--- config.mk ---
export PLATFORM = sky130hd
export DESIGN_NAME = truth_sweeper
export DESIGN_NICKNAME = d
export VERILOG_FILES = /design/src/rtl/truth_sweeper.sv
export SDC_FILE = /design/constraint.sdc
export NUM_CORES = 1
export LEC_CHECK = 0
export ABC_CLOCK_PERIOD_IN_PS = 2200
export CAP_MARGIN = 15
export CORE_MARGIN = 4
export CORE_UTILIZATION = 25
export DETAILED_ROUTE_END_ITERATION = 16
export MAX_ROUTING_LAYER = met4
export PLACE_DENSITY_LB_ADDON = 0.25
export SYNTH_ARGS = -nofsm -noshare
export SYNTH_HDL_FRONTEND = slang
export SYNTH_SLANG_ARGS = --single-unit
--- constraint.sdc ---
create_clock -name clk -period 2.2 [get_ports clk]
set_input_delay 0.55 -clock clk [delete_from_list [all_inputs] [get_ports clk]]
set_output_delay 0.55 -clock clk [all_outputs]
set_load 0.1 [all_outputs]
--- src/rtl/truth_sweeper.sv ---
// truth_sweeper: walks WXYZ through 0..15, samples F and scores it against EXPECTED_MASK.
// Optional abort input enabled by defining TRUTH_SWEEPER_ABORT_EN.
module truth_sweeper #(
  parameter logic [15:0] EXPECTED_MASK = 16'hDF03,
  parameter int unsigned SETTLE_CYCLES = 1
) (
  input  logic        clk,
  input  logic        rst_n,
  input  logic        start,
  input  logic        f_in,
`ifdef TRUTH_SWEEPER_ABORT_EN
  input  logic        abort,
`endif
  output logic [3:0]  wxyz_out,
  output logic        busy,
  output logic        done,
  output logic [15:0] truth,
  output logic [4:0]  mismatch_cnt,
  output logic [3:0]  first_fail,
  output logic        first_fail_valid,
  output logic        pass
);

  localparam logic [3:0] SETTLE_LD = 4'(SETTLE_CYCLES);
  localparam bit NO_SETTLE = (SETTLE_CYCLES == 0);

  typedef enum logic [1:0] {
    ST_IDLE,
    ST_SETTLE,
    ST_SAMPLE,
    ST_DONE
  } state_t;

  state_t      r_state;
  logic [3:0]  r_idx;
  logic [3:0]  r_cnt;
  logic [3:0]  r_wxyz;
  logic        r_busy;
  logic        r_done;
  logic [15:0] r_truth;
  logic [4:0]  r_mis;
  logic [3:0]  r_ff;
  logic        r_ffv;
  logic        r_pass;

  state_t      w_state_nxt;
  logic [3:0]  w_idx_nxt;
  logic [3:0]  w_cnt_nxt;
  logic [3:0]  w_wxyz_nxt;
  logic        w_busy_nxt;
  logic        w_done_nxt;
  logic [15:0] w_truth_nxt;
  logic [4:0]  w_mis_nxt;
  logic [3:0]  w_ff_nxt;
  logic        w_ffv_nxt;
  logic        w_pass_nxt;

  logic        w_abort;
  logic        w_do_abort;
  logic        w_miss;
  logic [4:0]  w_mis_inc;
  logic [3:0]  w_idx_inc;
  state_t      w_vec_entry;

`ifdef TRUTH_SWEEPER_ABORT_EN
  assign w_abort = abort;
`else
  assign w_abort = 1'b0;
`endif

  assign w_do_abort  = w_abort &&
                       (r_state == ST_SETTLE || r_state == ST_SAMPLE);
  assign w_miss      = f_in ^ EXPECTED_MASK[r_idx];
  assign w_mis_inc   = r_mis + 5'd1;
  assign w_idx_inc   = r_idx + 4'd1;
  assign w_vec_entry = NO_SETTLE ? ST_SAMPLE : ST_SETTLE;

  always_ff @(posedge clk or negedge rst_n) begin
    if (!rst_n) begin
      r_state <= ST_IDLE;
      r_idx   <= 4'd0;
      r_cnt   <= 4'd0;
      r_wxyz  <= 4'd0;
      r_busy  <= 1'b0;
      r_done  <= 1'b0;
      r_truth <= 16'd0;
      r_mis   <= 5'd0;
      r_ff    <= 4'd0;
      r_ffv   <= 1'b0;
      r_pass  <= 1'b0;
    end else begin
      r_state <= w_state_nxt;
      r_idx   <= w_idx_nxt;
      r_cnt   <= w_cnt_nxt;
      r_wxyz  <= w_wxyz_nxt;
      r_busy  <= w_busy_nxt;
      r_done  <= w_done_nxt;
      r_truth <= w_truth_nxt;
      r_mis   <= w_mis_nxt;
      r_ff    <= w_ff_nxt;
      r_ffv   <= w_ffv_nxt;
      r_pass  <= w_pass_nxt;
    end
  end

  always_comb begin
    w_state_nxt = r_state;
    w_idx_nxt   = r_idx;
    w_cnt_nxt   = r_cnt;
    w_wxyz_nxt  = r_wxyz;
    w_busy_nxt  = r_busy;
    w_done_nxt  = 1'b0;
    w_truth_nxt = r_truth;
    w_mis_nxt   = r_mis;
    w_ff_nxt    = r_ff;
    w_ffv_nxt   = r_ffv;
    w_pass_nxt  = r_pass;

    if (w_do_abort) begin
      // partial results stay visible; only status is dropped
      w_state_nxt = ST_IDLE;
      w_idx_nxt   = 4'd0;
      w_cnt_nxt   = 4'd0;
      w_wxyz_nxt  = 4'd0;
      w_busy_nxt  = 1'b0;
      w_pass_nxt  = 1'b0;
    end else begin
      unique case (r_state)
        ST_IDLE: begin
          w_busy_nxt = 1'b0;
          w_wxyz_nxt = 4'd0;
          if (start) begin
            w_truth_nxt = 16'd0;
            w_mis_nxt   = 5'd0;
            w_ff_nxt    = 4'd0;
            w_ffv_nxt   = 1'b0;
            w_pass_nxt  = 1'b0;
            w_idx_nxt   = 4'd0;
            w_cnt_nxt   = SETTLE_LD;
            w_busy_nxt  = 1'b1;
            w_state_nxt = w_vec_entry;
          end
        end
        ST_SETTLE: begin
          if (r_cnt <= 4'd1) begin
            w_cnt_nxt   = 4'd0;
            w_state_nxt = ST_SAMPLE;
          end else begin
            w_cnt_nxt = r_cnt - 4'd1;
          end
        end
        ST_SAMPLE: begin
          w_truth_nxt[r_idx] = f_in;
          if (w_miss) begin
            w_mis_nxt = w_mis_inc;
            if (!r_ffv) begin
              w_ff_nxt  = r_idx;
              w_ffv_nxt = 1'b1;
            end
          end
          if (r_idx == 4'd15) begin
            w_state_nxt = ST_DONE;
            w_idx_nxt   = 4'd0;
            w_wxyz_nxt  = 4'd0;
            w_busy_nxt  = 1'b0;
            w_done_nxt  = 1'b1;
            w_pass_nxt  = w_miss ? 1'b0 : (r_mis == 5'd0);
          end else begin
            w_idx_nxt   = w_idx_inc;
            w_wxyz_nxt  = w_idx_inc;
            w_cnt_nxt   = SETTLE_LD;
            w_state_nxt = w_vec_entry;
          end
        end
        ST_DONE: begin
          w_state_nxt = ST_IDLE;
        end
        default: begin
          w_state_nxt = ST_IDLE;
        end
      endcase
    end
  end

  assign wxyz_out         = r_wxyz;
  assign busy             = r_busy;
  assign done             = r_done;
  assign truth            = r_truth;
  assign mismatch_cnt     = r_mis;
  assign first_fail       = r_ff;
  assign first_fail_valid = r_ffv;
  assign pass             = r_pass;

endmodule
==> run metrics <==
Synth Register Bits=43; r2r setup slk=350 ps; grt total ovfl=0; power per cell area=1180 nW/um^2; placed instance count=around 360; clock transition at the registers of the reported paths=80 ps; wire length of the first global-routing pass=approximately 9400 um; # port buffers=36; maximum number of pins on one net before global-route repair=24; fraction of registers with async set/reset=1.00; total via count after detailed routing=1770; sequential cell area fraction in the yosys report=0.498; number of warning messages in the yosys log=0; crit start category=input pin; cell area after synthesis=between 2000 and 2500 um^2; gpl congestion=around 0.81; cell at the root of the clock tree=clkbuf_8; Final Max Slew Viols=0; final core area utilization=0.332; leakage power figure=1.31 nW; Synth Net Count=approximately 230; number of placement rows=33; Critical Path Sink Type=flip-flop; Skew-Pair Late Insertion Delay=300 ps; Detailed Route WL=5530 um; Ports=37; IR drop worst, VDD=between 400 and 500 uV; top flip-flop cell by instance count after synthesis=dfrtp_1; Slew headroom=0.653; post-synth cell types=40; Hold Vio Cnt, Final=0; setup TNS=0 ps; unrepaired setup endpoints after global routing=false; sum of buffers and inverters on the critical path=2; EDFF count, synth=0; starting density of the core=0.261; DRC=0; vias per cell=4.81; leading area contributor after synthesis=dfrtp_1; period utilisation layout=0.855; Area growth syn-to-layout=27.4%; max-cap violation count=0; Post-Syn Area per Cell=9.83 um^2; synth top area cells=dfrtp_1, nand2_1, ha_1; Worst Reg2Reg Path Length in Cells=6; overall fraction of global-route tracks in use=0.120; die width=101 um; worst-path cell with the longest stage delay=clkdlybuf4s50_1; cell depth of the worst setup path=6; CP delay by family, top=buffers and inverters; NumNets Final=275; number of buffers added by the clock tree synthesis step=5; total of cells resized after clock tree synthesis=0; H-Tree Depth=2; die extent in y=101 um; placed wire-length estimate after detailed placement=4060 um; DR WL/cell=between 15 and 20 um; number of antenna violations at the first check in global routing=0; worst min path class=input pin to async pin; peak per-stage delay on the critical path=520 ps; Core Footprint=8300 um^2; Reg-to-Reg Start=r_idx[0]$_DFFE_PN0P_; Reg2Reg Capture Point=mismatch_cnt[3]$_DFFE_PN0P_; transition at the pin with the smallest max-transition slack=518 ps; area after detailed placement=approximately 2700 um^2; synthesized instance count=220; fraction of layout cells with a size suffix above 1=0.247; final setup violation count=0; filler-free cell count of the finished design=368; Sink Count=43; count of inserted antenna diode cells=0; post-synth top area share=0.498; result of the run=complete, no violations; f_max=around 530 MHz; overall die area=between 10000 and 15000 um^2; starting DRC count in detailed routing=54; maximum net fanout on the critical path=7; cts-stage hold buffer count=0; end of the critical path=mismatch_cnt[3]$_DFFE_PN0P_; start-to-end type of the worst setup path=input pin to flip-flop; Critical path origin=f_in; detailed-router iteration count before antenna repair=4; Routed Antenna Nets=0; Worst EP required=between 2000 and 2500 ps; TritonCTS clock tree=yes; CP Cell Sequence=clkdlybuf4s50_1 -> o21bai_2 -> o221ai_2 -> buf_4 -> or4_1 -> nand3_1; vias in the first global route=between 1500 and 2000; total non-filler cell area in the finished layout=2750 um^2; post-CTS setup buffers=0; Final Skew=5.24 ps; maximum number of buffers from clock root to sink=2; Arr. time, crit path=2110 ps; time the worst path needs with I/O delays and setup=1880 ps
[state kept, by name, indices dropped and copies added, names as in the netlist]
signal / count
done: 1
pass: 1
busy: 1
r_cnt: 4
r_state: 2
first_fail_valid: 1
r_idx: 4
mismatch_cnt: 5
truth: 16
first_fail: 4
wxyz_out: 4
[cell usage in the layout (no fill, tap or decap), types with 4 or more instances in the layout]
cell,synthesis,routed
a21oi_1,4,4
a31o_2,4,4
buf_12,0,4
buf_4,2,44
clkbuf_8,0,5
dfrtp_1,43,43
ha_1,8,8
inv_1,9,9
nand2_1,35,35
nand2b_1,5,5
nand3_1,9,9
nand4_1,15,15
nor2_1,5,5
o211ai_1,13,13
o21ai_0,14,14
o311ai_0,4,4
[cells in the mapped netlist (2+ instances only)]
library cell	n
nand2_1	35
o2bb2ai_1	3
dfrtp_1	43
clkbuf_1	4
nor2b_1	3
xnor2_1	2
nand3_1	9
o311ai_0	4
ha_1	8
or4_1	3
nor4_1	3
nand4_1	15
a21oi_1	4
inv_1	9
a31o_2	4
o21ai_0	14
o211ai_1	13
nor2_1	5
nand2b_1	5
buf_4	2
and2_1	3
nor3_1	2
buf_2	7
a22o_1	3
o21a_1	2
[worst reg2reg max path, cell delays in order (launching register included)]
cell and delay (ps):
dfrtp_1 450, ha_1 250, a21boi_1 180, o221ai_2 150, buf_4 190, or4_1 470, nand3_1 90
[worst min path at each step]
stage,to,cells after the start
global route,truth[1]$_DFFE_PN0P_,1
finish,truth[1]$_DFFE_PN0P_,1
global placement,wxyz_out[3]$_DFFE_PN0N_,2
detailed placement,wxyz_out[3]$_DFFE_PN0N_,2
CTS,truth[5]$_DFFE_PN0P_,1
floorplan,busy$_DFFE_PN0P_,0
[per-stage QoR]
stage	total power (W)	setup slack, ps	hold slack [ps]
floorplan	0.00218	264	254
global placement	0.00265	43.4	478
detailed placement	0.00267	24.1	479
CTS	0.00329	329	219
global route	0.00346	181	241
finish	0.00324	320	208
[layout make-up]
class | count | area [um^2]
inverter | 9 | 33.8
clock buffer | 6 | 72.6
clock inverter | 1 | 30.0
tap | 105 | 131
timing repair buffer | 51 | 435
fill | 866 | 5550
multi-input combinational | 153 | 975
sequential | 43 | 1080
[kinds of logic (layout without fill, tap and decap cells)]
| kind of cell | after synthesis | after routing | synth area share |
|---|---|---|---|
| simple gates | 87 | 87 | 0.205 |
| compound gates | 54 | 54 | 0.180 |
| flops | 43 | 43 | 0.498 |
| buf+inv | 24 | 67 | 0.0527 |
| fa+ha+maj | 8 | 8 | 0.0463 |
| xor+xnor | 2 | 2 | 0.00810 |
| mux | 2 | 2 | 0.00984 |
[where the power goes]
part / internal [W] / total [W] / switching (W) / leakage [nW]
registers: 0.000919 / 0.00107 / 0.000152 / 0.588
clock network: 0.000333 / 0.000611 / 0.000278 / 0.0513
logic: 0.000491 / 0.00156 / 0.00107 / 0.670
[per-layer routing]
layer,vias up,part of all wire,global-route usage
li1,883,-,-
met4,0,0.0092,0.0276
met2,33,0.45,0.182
met3,6,0.045,0.0311
met1,848,0.49,0.160
met5,-,0,-
No activity file was read; power rests on OpenSTA's default activity.
